===== config.mk =====
export PLATFORM = sky130hd
export DESIGN_NAME = sm3_expnd
export DESIGN_NICKNAME = d
export VERILOG_FILES = /design/src/rtl/sm3_expnd.sv
export SDC_FILE = /design/constraint.sdc
export NUM_CORES = 1
export LEC_CHECK = 0
export CORE_MARGIN = 4
export CORE_UTILIZATION = 61
export CTS_BUF_LIST = sky130_fd_sc_hd__clkbuf_16
export DETAILED_ROUTE_END_ITERATION = 7
export PLACE_DENSITY = 0.8
export SLEW_MARGIN = 20
export SYNTH_ARGS = -nofsm -noshare
export SYNTH_HDL_FRONTEND = slang
export SYNTH_SLANG_ARGS = --single-unit

===== constraint.sdc =====
create_clock -name clk -period 2.48 [get_ports clk]
set_input_delay 0.496 -clock clk [delete_from_list [all_inputs] [get_ports clk]]
set_output_delay 0.496 -clock clk [all_outputs]
set_load 0.01 [all_outputs]

===== src/rtl/sm3_expnd.sv =====
// SM3 message expansion: loads one 16-word padded block, then streams
// the (Wj, W'j) pairs for j = 0..63 to the compression stage.
module sm3_expnd #(
    parameter int WORD_DW = 32
) (
    input  logic               clk,
    input  logic               rst_n,
    input  logic [WORD_DW-1:0] pad_otpt_d_i,
    input  logic               pad_otpt_vld_i,
    input  logic               pad_otpt_lst_i,
    output logic               pad_otpt_ena_o,
    output logic [WORD_DW-1:0] expnd_otpt_wj_o,
    output logic [WORD_DW-1:0] expnd_otpt_wjj_o,
    output logic [5:0]         expnd_otpt_j_o,
    output logic               expnd_otpt_vld_o,
    output logic               expnd_otpt_lst_o,
    input  logic               expnd_otpt_rdy_i
);

    if (WORD_DW != 32) begin : g_dw_chk
        $error("sm3_expnd: WORD_DW must be 32");
    end

    typedef enum logic [1:0] {
        S_IDLE,
        S_LOAD,
        S_EXPND
    } state_t;

    state_t             state_q, state_d;
    logic [WORD_DW-1:0] win_q [16];
    logic [WORD_DW-1:0] win_d [16];
    logic [5:0]         rcnt_q, rcnt_d;
    logic               lst_flg_q, lst_flg_d;
    logic               ena_q, ena_d;
    logic               vld_q, vld_d;
    logic               ld_xfer;
    logic               ex_xfer;
    logic [WORD_DW-1:0] p1_in;
    logic [WORD_DW-1:0] w_new;

    function automatic logic [WORD_DW-1:0] rol(
        input logic [WORD_DW-1:0] x,
        input int unsigned        n
    );
        return (x << n) | (x >> (WORD_DW - n));
    endfunction

    function automatic logic [WORD_DW-1:0] p1(
        input logic [WORD_DW-1:0] x
    );
        return x ^ rol(x, 15) ^ rol(x, 23);
    endfunction

    assign ld_xfer = pad_otpt_vld_i && ena_q;
    assign ex_xfer = vld_q && expnd_otpt_rdy_i;

    // win[k] holds W(j+k), so this is W(j+16) in standard SM3 terms
    assign p1_in = win_q[0] ^ win_q[7] ^ rol(win_q[13], 15);
    assign w_new = p1(p1_in) ^ rol(win_q[3], 7) ^ win_q[10];

    always_comb begin
        state_d   = state_q;
        win_d     = win_q;
        rcnt_d    = rcnt_q;
        lst_flg_d = lst_flg_q;
        unique case (state_q)
            S_IDLE: begin
                state_d = S_LOAD;
            end
            S_LOAD: begin
                if (ld_xfer) begin
                    win_d[rcnt_q[3:0]] = pad_otpt_d_i;
                    if (rcnt_q == 6'd15) begin
                        lst_flg_d = pad_otpt_lst_i;
                        rcnt_d    = 6'd0;
                        state_d   = S_EXPND;
                    end else begin
                        rcnt_d = rcnt_q + 6'd1;
                    end
                end
            end
            S_EXPND: begin
                if (ex_xfer) begin
                    for (int k = 0; k < 15; k++) begin
                        win_d[k] = win_q[k+1];
                    end
                    win_d[15] = w_new;
                    if (rcnt_q == 6'd63) begin
                        rcnt_d    = 6'd0;
                        lst_flg_d = 1'b0;
                        state_d   = S_LOAD;
                    end else begin
                        rcnt_d = rcnt_q + 6'd1;
                    end
                end
            end
            default: begin
                state_d = S_IDLE;
            end
        endcase
        ena_d = (state_d == S_LOAD);
        vld_d = (state_d == S_EXPND);
    end

    always_ff @(posedge clk) begin
        if (!rst_n) begin
            state_q   <= S_IDLE;
            rcnt_q    <= 6'd0;
            lst_flg_q <= 1'b0;
            ena_q     <= 1'b0;
            vld_q     <= 1'b0;
            for (int k = 0; k < 16; k++) begin
                win_q[k] <= '0;
            end
        end else begin
            state_q   <= state_d;
            rcnt_q    <= rcnt_d;
            lst_flg_q <= lst_flg_d;
            ena_q     <= ena_d;
            vld_q     <= vld_d;
            for (int k = 0; k < 16; k++) begin
                win_q[k] <= win_d[k];
            end
        end
    end

    assign pad_otpt_ena_o   = ena_q;
    assign expnd_otpt_vld_o = vld_q;
    assign expnd_otpt_wj_o  = win_q[0];
    assign expnd_otpt_wjj_o = win_q[0] ^ win_q[4];
    assign expnd_otpt_j_o   = rcnt_q;
    assign expnd_otpt_lst_o = lst_flg_q && (rcnt_q == 6'd63);

endmodule

**Word level (Yosys, flattened, before mapping)**

Index checks and enable logic that the tools add are counted.

- Add/subtract/negate cells: 1
- $lt $le $gt $ge: 2
- Equality and inequality tests: 10
- Muxes and demuxes: 21
- Bitwise logic cells: 12
- Reductions and logical operators: 8

Operator list:

| cell | count |
|---|---|
| two-way mux 512 bit | 2 |
| case mux 512 bit (2 select lines) | 1 |
| bitwise mux 512 bit | 1 |
| bitwise XOR 32 bit | 7 |
| demux 32 bit (select 4 bit) | 1 |
| bitwise OR 32 x 15 -> 32 bit | 2 |
| two-way mux 32 bit | 1 |
| bitwise OR 32 x 23 -> 32 bit | 1 |
| bitwise OR 32 x 7 -> 32 bit | 1 |
| two-way mux 6 bit | 4 |
| case mux 6 bit (2 select lines) | 1 |
| two-way mux 2 bit | 4 |
| != test 2 bit, second input constant | 4 |
| adder 6 x 1 -> 6 bit, second input constant | 1 |
| == test 6 x 4 -> 1 bit, second input constant | 1 |
| == test 6 bit, second input constant | 1 |
| case mux 2 bit (3 select lines) | 1 |
| greater-or-equal comparator 5 bit, second input constant | 1 |
| less-than comparator 5 x 1 -> 1 bit, second input constant | 1 |
| NOT 4 -> 5 bit | 1 |
| AND reduction 5 bit | 1 |
| == test 2 x 1 -> 1 bit, second input constant | 2 |
| == test 2 bit, second input constant | 2 |
| logical AND 1 bit | 4 |
| other kinds (5) | 8 |

- Register bits: 523
- Input bits: 37
- Output and inout port bits: 73

**Longest topological paths before layout**

Gate-level depths: netlist (run 1).

- Depth after elaboration: 9
- Depth in mapped cells: 7
- Depth with buffers taken out: 6

**Worst setup path before layout (run 1)**

No wires, ideal clock.

- Path type: reg-to-reg
- From: register rcnt_q[0] (netlist: expnd_otpt_j_o[0])
- To: register win_q[439] in the netlist's numbering
- Library setup time: 0.116 ns
- Arrival: 1.753 ns
- Data required time: 2.364 ns
- Setup slack: 0.611 ns
- Cell stages (with the launch flop): 8
- Buffers on the path: 1
- Period minus slack after synthesis: 1.869 ns
- Cell sequence: dfxtp_1 inv_1 ha_1 or3b_2 a22oi_4 buf_2 nand3_1 o211a_1

- Cells in the longest elaborated chain, start to end: 8

RTL lines:

| item | line | RTL |
|---|---|---|
| start: declaration | 33 | `logic [5:0] rcnt_q, rcnt_d;` |
| start signal: assignment | 118 | `rcnt_q <= rcnt_d;` |
| NOT 4 -> 5 bit (not written as such) * | 73 | `win_d[rcnt_q[3:0]] = pad_otpt_d_i;` |
| greater-or-equal comparator 5 bit (not written as such) / less-than comparator 5 x 1 -> 1 bit (equally long branches) | 73 |  |
| logical AND 1 bit (not written as such) | 73 |  |
| two-way mux 32 bit (not written as such) | 73 |  |
| demux 32 bit (select 4 bit) * | 73 |  |
| bitwise mux 512 bit * | 73 |  |
| two-way mux 512 bit * | 72 | `if (ld_xfer) begin` |
| case mux 512 bit (2 select lines) * | 67 | `unique case (state_q)` |
| end signal: indexed assignment | 123 | `win_q[k] <= win_d[k];` |
| end: declaration | 31 | `logic [WORD_DW-1:0] win_q [16];` |

Mark *: on every way between the ends. The rest lies on a longest branch, timed or not. The select of a mux whose other input is x is not followed.
A chain may end at the register's enable or synchronous reset.

**Worst setup path after layout (run 1)**

- From: register win_q, in the netlist expnd_otpt_wj_o[23]
- To: output expnd_otpt_wjj_o[23]

- Cells in the longest elaborated chain, start to end: 1

RTL lines:

| item | line | RTL |
|---|---|---|
| bitwise XOR 32 bit | 131 | `assign expnd_otpt_wjj_o = win_q[0] ^ win_q[4];` |
| end: declaration | 13 | `output logic [WORD_DW-1:0] expnd_otpt_wjj_o,` |

Every way passes these cells.

==> impl_results.md, run 1 <==
* CP Buf/Inv Count at 1
* Post-synth EDFFs at 0
* First-pass GRT wire length at 117 mm
* Vias in the first global route at 19600
* Sw Ratio at 23.2%
* CP Capture Type: output pin
* Rows at 73
* WL per Instance at 24.2 µm
* FMAX at roughly 0.4 GHz
* Largest net degree at the start of global routing at 96
* Yosys warns at 0
* Int Pwr at 13.6 mW
* Pwr Density at 629 nW/µm²
* Worst Clk Skew at 0.0182 ns
* Fin. Hold Viols at 0
* Port Buf Inserts at 109
* Max Cap Viol at 0
* Worst skew pair latency at 0.60 ns
* Reg2reg end: win_q[473]$_SDFFE_PN0P_
* Die Ht at 209 µm
* Area delta synth->final at 14.1%
* Slew headroom at 52.2%
* Met2 usage at 51.0%
* Avg Inst Size Synth at ~9.2 µm²
* Pins Over Slew Limit at 0
* Placed wire-length estimate at 51.3 mm
* # IOs at 110
* Worst hold-check path type: in -> reg
* Vias per cell at 6.66
* WHS Endpoint: win_q[367]$_SDFFE_PN0P_
* CTS buffer count at 53
* R2r startpoint: expnd_otpt_j_o[1]$_SDFFE_PN0P_
* GRT Residual Overflow at 0
* Synthesized instance count at approximately 2700
* Placed cells at 3096
* Register bit total from synthesis at 523
* Fraction of layout cells with a size suffix above 1 at 7.88%
* Diodes inserted at 0
* WS Path Type: reg -> out
* Synthesized cell area at between 20000 and 25000 µm²
* CTS tree: yes
* Gr busiest metal: met2
* Die Wd at 209 µm
* Post-Route Setup TNS at -0.0101 ns
* Final worst setup slack at -0.0101 ns
* Total power at 17.7 mW
* Root buf cell: clkbuf_16
* DR pass1 iterations at 7
* Drt initial violations at 3005
* Seq pwr share at 48.2%
* Multi-input logic area at 12900 µm²
* Crit-path cells: xor2_1 > clkdlybuf4s50_1
* # H-tree levels at 2
* WP data arrival at 1.99 ns
* Fin cells at about 3200
* Clock sinks at 523
* M1 GR Usage at 47.0%
* Seq/Total Area, Yosys at 42.5%
* Post-route cell area at 28100 µm²
* Failing checks: setup timing
* Worst slew pin tran at 0.715 ns
* Hold Path Origin: rst_n
* Setup violations, final at 1
* Crit-path slowest cell: clkdlybuf4s50_1
* Peak supply drop at ~0.45 mV
* Post-DP Area at 26300 µm²
* Combinational power share at 6.5%
* Remaining DRCs at 0
* Hold slack at 0.334 ns
* Filler cells at 2940
* Total GRT Usage at 33.8%
* Register area at approximately 10000 µm²
* Status: finished with violations
* Core Footprint at 39800 µm²
* Share of synthesized flip-flops with an asynchronous set or reset at 0%
* CTS Hold Buffers Added at 0
* ANT nets after route at 0
* CP required at just under 2 ns
* Final worst path period share at 100%
* Top_reg_cell synth: dfxtp_1
* Startpoint types: flop
* Met3 GRT Util at 6.07%
* Setup repair after global routing missed its margin: false
* CP peak stage delay at 0.63 ns
* Clock Power Share at a little under half
* NetSw at between 4 and 5 mW
* Initial antenna violation count at 0
* FF-to-FF path depth at 6
* Die area at 43700 µm²
* Initial Util at 61.9%
* Minimum clock period at between 2 and 2.5 ns
* R2R setup slack at 0.39 ns
* Bufs on Longest Clock Path at 3
* Final GP Congestion at 0.941
* Reg clk slew, reported paths at 0.06 ns
* Syn_nets at 2712
* Via Count at 21300
* Crit Path Max Fanout at 2
* Crit path max-delay family: buffers and inverters
* Yosys cell types at 46
* LEAKAGE at 14.5 nW
* Final nets at 2668
* WL final at 77.4 mm
* Hold depth at 2
[state kept, by name, summed over array words and instances (netlist names)]
| register | cells |
|---|---|
| expnd_otpt_wj_o | 32 |
| expnd_otpt_j_o | 6 |
| state_q | 2 |
| expnd_otpt_vld_o | 1 |
| pad_otpt_ena_o | 1 |
| win_q | 480 |
| lst_flg_q | 1 |
[worst max-delay path by stage]
stage / slack, ns / from / cells after the start / to
3_3_place_gp: -0.15 / pad_otpt_vld_i / 5 / win_q[31]$_SDFFE_PN0P_
3_5_place_dp: -0.21 / pad_otpt_vld_i / 5 / win_q[31]$_SDFFE_PN0P_
4_1_cts: 0.001 / win_q[371]$_SDFFE_PN0P_ / 2 / expnd_otpt_wjj_o[19]
2_1_floorplan: 0.61 / expnd_otpt_j_o[0]$_SDFFE_PN0P_ / 7 / win_q[439]$_SDFFE_PN0P_
5_1_grt: 0.0001 / expnd_otpt_wj_o[31]$_SDFFE_PN0P_ / 2 / expnd_otpt_wjj_o[31]
6_report: -0.01 / expnd_otpt_wj_o[23]$_SDFFE_PN0P_ / 2 / expnd_otpt_wjj_o[23]
[cells in the mapped netlist (all sizes together) (3+ instances only)]
library cell / instances / area, µm²
dfxtp: 523 / 10500
nand2: 452 / 1700
nand3: 423 / 2120
o211a: 418 / 4180
clkbuf: 154 / 578
buf: 145 / 781
xnor2: 133 / 1160
nor2: 71 / 267
nor3b: 66 / 505
a221oi: 64 / 561
and2: 34 / 213
a22o: 32 / 280
o2bb2ai: 32 / 280
xnor3: 32 / 721
xor2: 32 / 280
a22oi: 10 / 178
nand3b: 8 / 60.1
a21oi: 5 / 25.0
ha: 4 / 50.1
inv: 4 / 15.0
o21ai: 4 / 27.5
a21boi: 3 / 22.5
[per-layer routing]
metal | part of all wire [%] | wire length [µm] | vias up
li1 | - | - | 9478
met1 | 41 | 31400 | 10400
met2 | 44 | 33900 | 1173
met3 | 10 | 7810 | 240
met4 | 5.6 | 4310 | 0
met5 | 0 | 0 | -
[worst register-to-register path: cells and delay by family (launching register included)]
kind	cells	cell delay, ns
AO/OA/AOI/OAI	1	0.24
flip-flops	1	0.36
adder cells (fa/ha/maj)	1	0.25
buffers and inverters	2	0.62
AND/OR/NAND/NOR	2	0.53
[cell type report]
cell class | instances | share of cell area [%]
sequential | 523 | 37.3
multi-input combinational | 1845 | 46.0
clock buffer | 54 | 4.80
tap | 525 | 2.34
clock inverter | 40 | 1.31
inverter | 4 | 0.0534
timing repair buffer | 200 | 8.26
[power groups by stage]
stage | clock network (mW) | registers [mW] | logic, mW
after floorplan | 0 | 8.66 | 0.687
after global placement | 0 | 8.70 | 1.11
after detailed placement | 0 | 8.70 | 1.12
after CTS | 8.06 | 8.52 | 1.13
after global routing | 8.42 | 8.52 | 1.20
final | 8.01 | 8.52 | 1.15
[kinds of logic after synthesis]
kind of cell / share of synthesized area [%]
buffers and inverters: 5.57
XOR/XNOR: 8.78
AND/OR/NAND/NOR: 20.1
AO/OA/AOI/OAI: 22.8
multiplexers: 0.0406
adder cells (fa/ha/maj): 0.203
flip-flops: 42.5
[cells in the final DEF (no fill, tap or decap), types with 3 or more instances in the layout]
cell type,count
dfxtp_1,512
nand2_1,452
nand3_1,423
o211a_1,418
xnor2_1,133
clkdlybuf4s50_1,106
nor2_1,71
a221oi_1,64
nor3b_1,64
clkbuf_16,54
buf_4,48
buf_12,42
and2_1,34
a22o_1,32
xnor3_1,32
o2bb2ai_1,32
xor2_1,26
inv_1,12
clkinv_1,11
clkinv_2,11
dfxtp_2,11
nand3b_1,8
bufinv_16,7
xor2_2,6
a22oi_4,6
a22oi_2,4
ha_1,4
a21boi_0,3
[stage by stage]
step                      util (%)  setup WS, ns
final                         70.6       -0.0101
after CTS                     70.5       0.00111
after detailed placement      66.1        -0.209
after global routing          70.6      0.000118
after global placement        66.1        -0.145
after floorplan                  -         0.611
[repair_timing]
action	in CTS	in global routing
endpoints found under the setup margin	11	6
cloned	0	0
gates resized for setup	15	7
setup buffers	0	0
No activity file was read; power rests on OpenSTA's default activity.
==> run 2, diff against run 1 <==
- CORE_UTILIZATION: 61 -> 65
- PLACE_DENSITY: 0.8 -> 0.85
- clock period: 2.48 -> 2.87 ns (I/O delays scaled with it)
==> impl_results.md, run 2 (synthesis gave the netlist of run 1 again) <==
* Initial antenna violation count at 0 (unchanged)
* FMAX at 0.375 GHz
* Via Count at 21400 (was 21300)
* WP data arrival at 2.09 ns (was 1.99 ns)
* Worst hold-check path type: in -> reg (unchanged)
* Slew headroom at 32.6% (was 52.2%)
* Startpoint types: flop (unchanged)
* GRT Residual Overflow at 0 (unchanged)
* Commonest non-fill, non-tap cells in the layout: dfxtp_1 (521), nand2_1 (452), nand3_1 (422) (was dfxtp_1 (512), nand2_1 (452), nand3_1 (423))
* Pwr Density at 541 nW/µm² (was 629 nW/µm²)
* Final worst path period share at approximately 93%
* # H-tree levels at 2 (unchanged)
* Core Footprint at 37600 µm² (was 39800 µm²)
* Reg clk slew, reported paths at 0.07 ns (was 0.06 ns)
* Crit Path Max Fanout at 4 (was 2)
* NetSw at 3.52 mW (was 4.11 mW)
* Fraction of layout cells with a size suffix above 1 at 6.07% (was 7.88%)
* Root buf cell: clkbuf_16 (unchanged)
* Setup violations, final at 0 (was 1)
* Most common cell after layout, fill and taps aside: dfxtp_1 (unchanged)
* Peak supply drop at 0.378 mV (was 0.448 mV)
* Vias per cell at 6.80 (was 6.66)
* ANT nets after route at 0 (unchanged)
* WS Path Type: reg -> out (unchanged)
* Max reg flops at 480 (unchanged)
* First-pass GRT wire length at 116 mm (was 117 mm)
* Minimum clock period at 2.67 ns
* Fin. Hold Viols at 0 (unchanged)
* Sw Ratio at 23.6% (was 23.2%)
* Bufs on Longest Clock Path at 3 (unchanged)
* Clock Power Share at 44.3% (was 45.3%)
* WL per Instance at 24.0 µm (was 24.2 µm)
* Worst skew pair latency at 0.59 ns (was 0.60 ns)
* WL final at 75.4 mm (was 77.4 mm)
* Final GP Congestion at 0.946 (was 0.941)
* Final nets at 2636 (was 2668)
* CP required at 2.30 ns (was 1.98 ns)
* Port Buf Inserts at 109 (unchanged)
* Setup Buffers After CTS at 0 (unchanged)
* Combinational power share at 6.4% (was 6.5%)
* Clock sinks at 523 (unchanged)
* Post-DP Area at 26000 µm² (was 26300 µm²)
* Max Cap Viol at 0 (unchanged)
* Vias in the first global route at 20100 (was 19600)
* Worst Clk Skew at 0.0239 ns (was 0.0182 ns)
* CTS buffer count at 52 (was 53)
* Reg with most FFs: win_q (unchanged)
* Hold slack at 0.458 ns (was 0.334 ns)
* LEAKAGE at 14.2 nW (was 14.5 nW)
* Post-Route Setup TNS at 0 ns (was -0.0101 ns)
* Int Pwr at 11.4 mW (was 13.6 mW)
* Drt initial violations at 2765 (was 3005)
* DR pass1 iterations at 6 (was 7)
* Post-route cell area at 27600 µm² (was 28100 µm²)
* CP Capture Type: output pin (unchanged)
* # IOs at 110 (unchanged)
* Die area at 41100 µm² (was 43700 µm²)
* CTS tree: yes (unchanged)
* Die Wd at 203 µm (was 209 µm)
* Seq pwr share at 49.3% (was 48.2%)
* Status: finished clean (was finished with violations)
* Placed wire-length estimate at 48.3 mm (was 51.3 mm)
* Rows at 71 (was 73)
* Die Ht at 203 µm (was 209 µm)
* Pre-CTS setup slack at 0.172 ns (was -0.209 ns)
* Total GRT Usage at 35.2% (was 33.8%)
* Worst slew pin tran at 1.01 ns (was 0.715 ns)
* Area delta synth->final at 12.0% (was 14.1%)
* Pins Over Slew Limit at 0 (unchanged)
* Largest net degree at the start of global routing at 116 (was 96)
* Initial Util at 65.6% (was 61.9%)
* Remaining DRCs at 0 (unchanged)
* Final worst setup slack at 0.203 ns (was -0.0101 ns)
* Setup repair after global routing missed its margin: false (unchanged)
## run 2: repair_timing
item                       in CTS  in global routing
setup endpoints to repair       1                  1
gates resized for setup         5                  2
pin swaps                       0                  0
hold buffers                    0                  0
## run 2: layout make-up
cell class | instances | area [µm²]
diodes | 1 | 2.50
clock inverters | 43 | 332
fillers | 2668 | 9960
clock buffers | 52 | 1300
flip-flops and latches | 523 | 10500
repair buffers | 169 | 1960
inverters | 4 | 15.0
well taps | 511 | 639
multi-input cells | 1845 | 12900
## run 2: stage by stage
step | instances | power (mW) | utilization [%]
finish | 3148 | 14.9 | 73.5
CTS | 3147 | 14.9 | 73.5
global route | 3147 | 15.3 | 73.5
global placement | 3052 | 8.44 | 69.1
detailed placement | 3052 | 8.45 | 69.1
floorplan | 2671 | 8.08 | -
## run 2: metal layers
metal	up-vias	GRT usage (%)	share of wire [%]
met5	-	0	0
met4	0	17.7	5.6
met2	1262	54.6	45
li1	9430	-	-
met3	255	6.15	11
met1	10500	47.7	39
## run 2: worst paths after layout
kind	end	slack, ns	depth (start not counted)	start
hold reg to reg	win_q[304]$_SDFFE_PN0P_	0.50	1	win_q[304]$_SDFFE_PN0P_
setup reg to reg	win_q[407]$_SDFFE_PN0P_	0.45	5	state_q[0]$_SDFF_PN0_
hold / removal	win_q[367]$_SDFFE_PN0P_	0.46	2	rst_n
setup / recovery	expnd_otpt_wjj_o[19]	0.20	2	expnd_otpt_wj_o[19]$_SDFFE_PN0P_
## run 2: critical path, cell delays in order (launching register included)
cell and delay, ns:
dfxtp_1 0.57, xor2_1 0.33, clkdlybuf4s50_1 0.61
## run 2: power by group through the flow
stage,clock network (mW),registers (mW),logic (mW)
6_report,6.62,7.37,0.952
5_1_grt,6.94,7.36,0.993
4_1_cts,6.64,7.36,0.932
3_5_place_dp,0,7.52,0.924
3_3_place_gp,0,7.52,0.916
2_1_floorplan,0,7.49,0.594
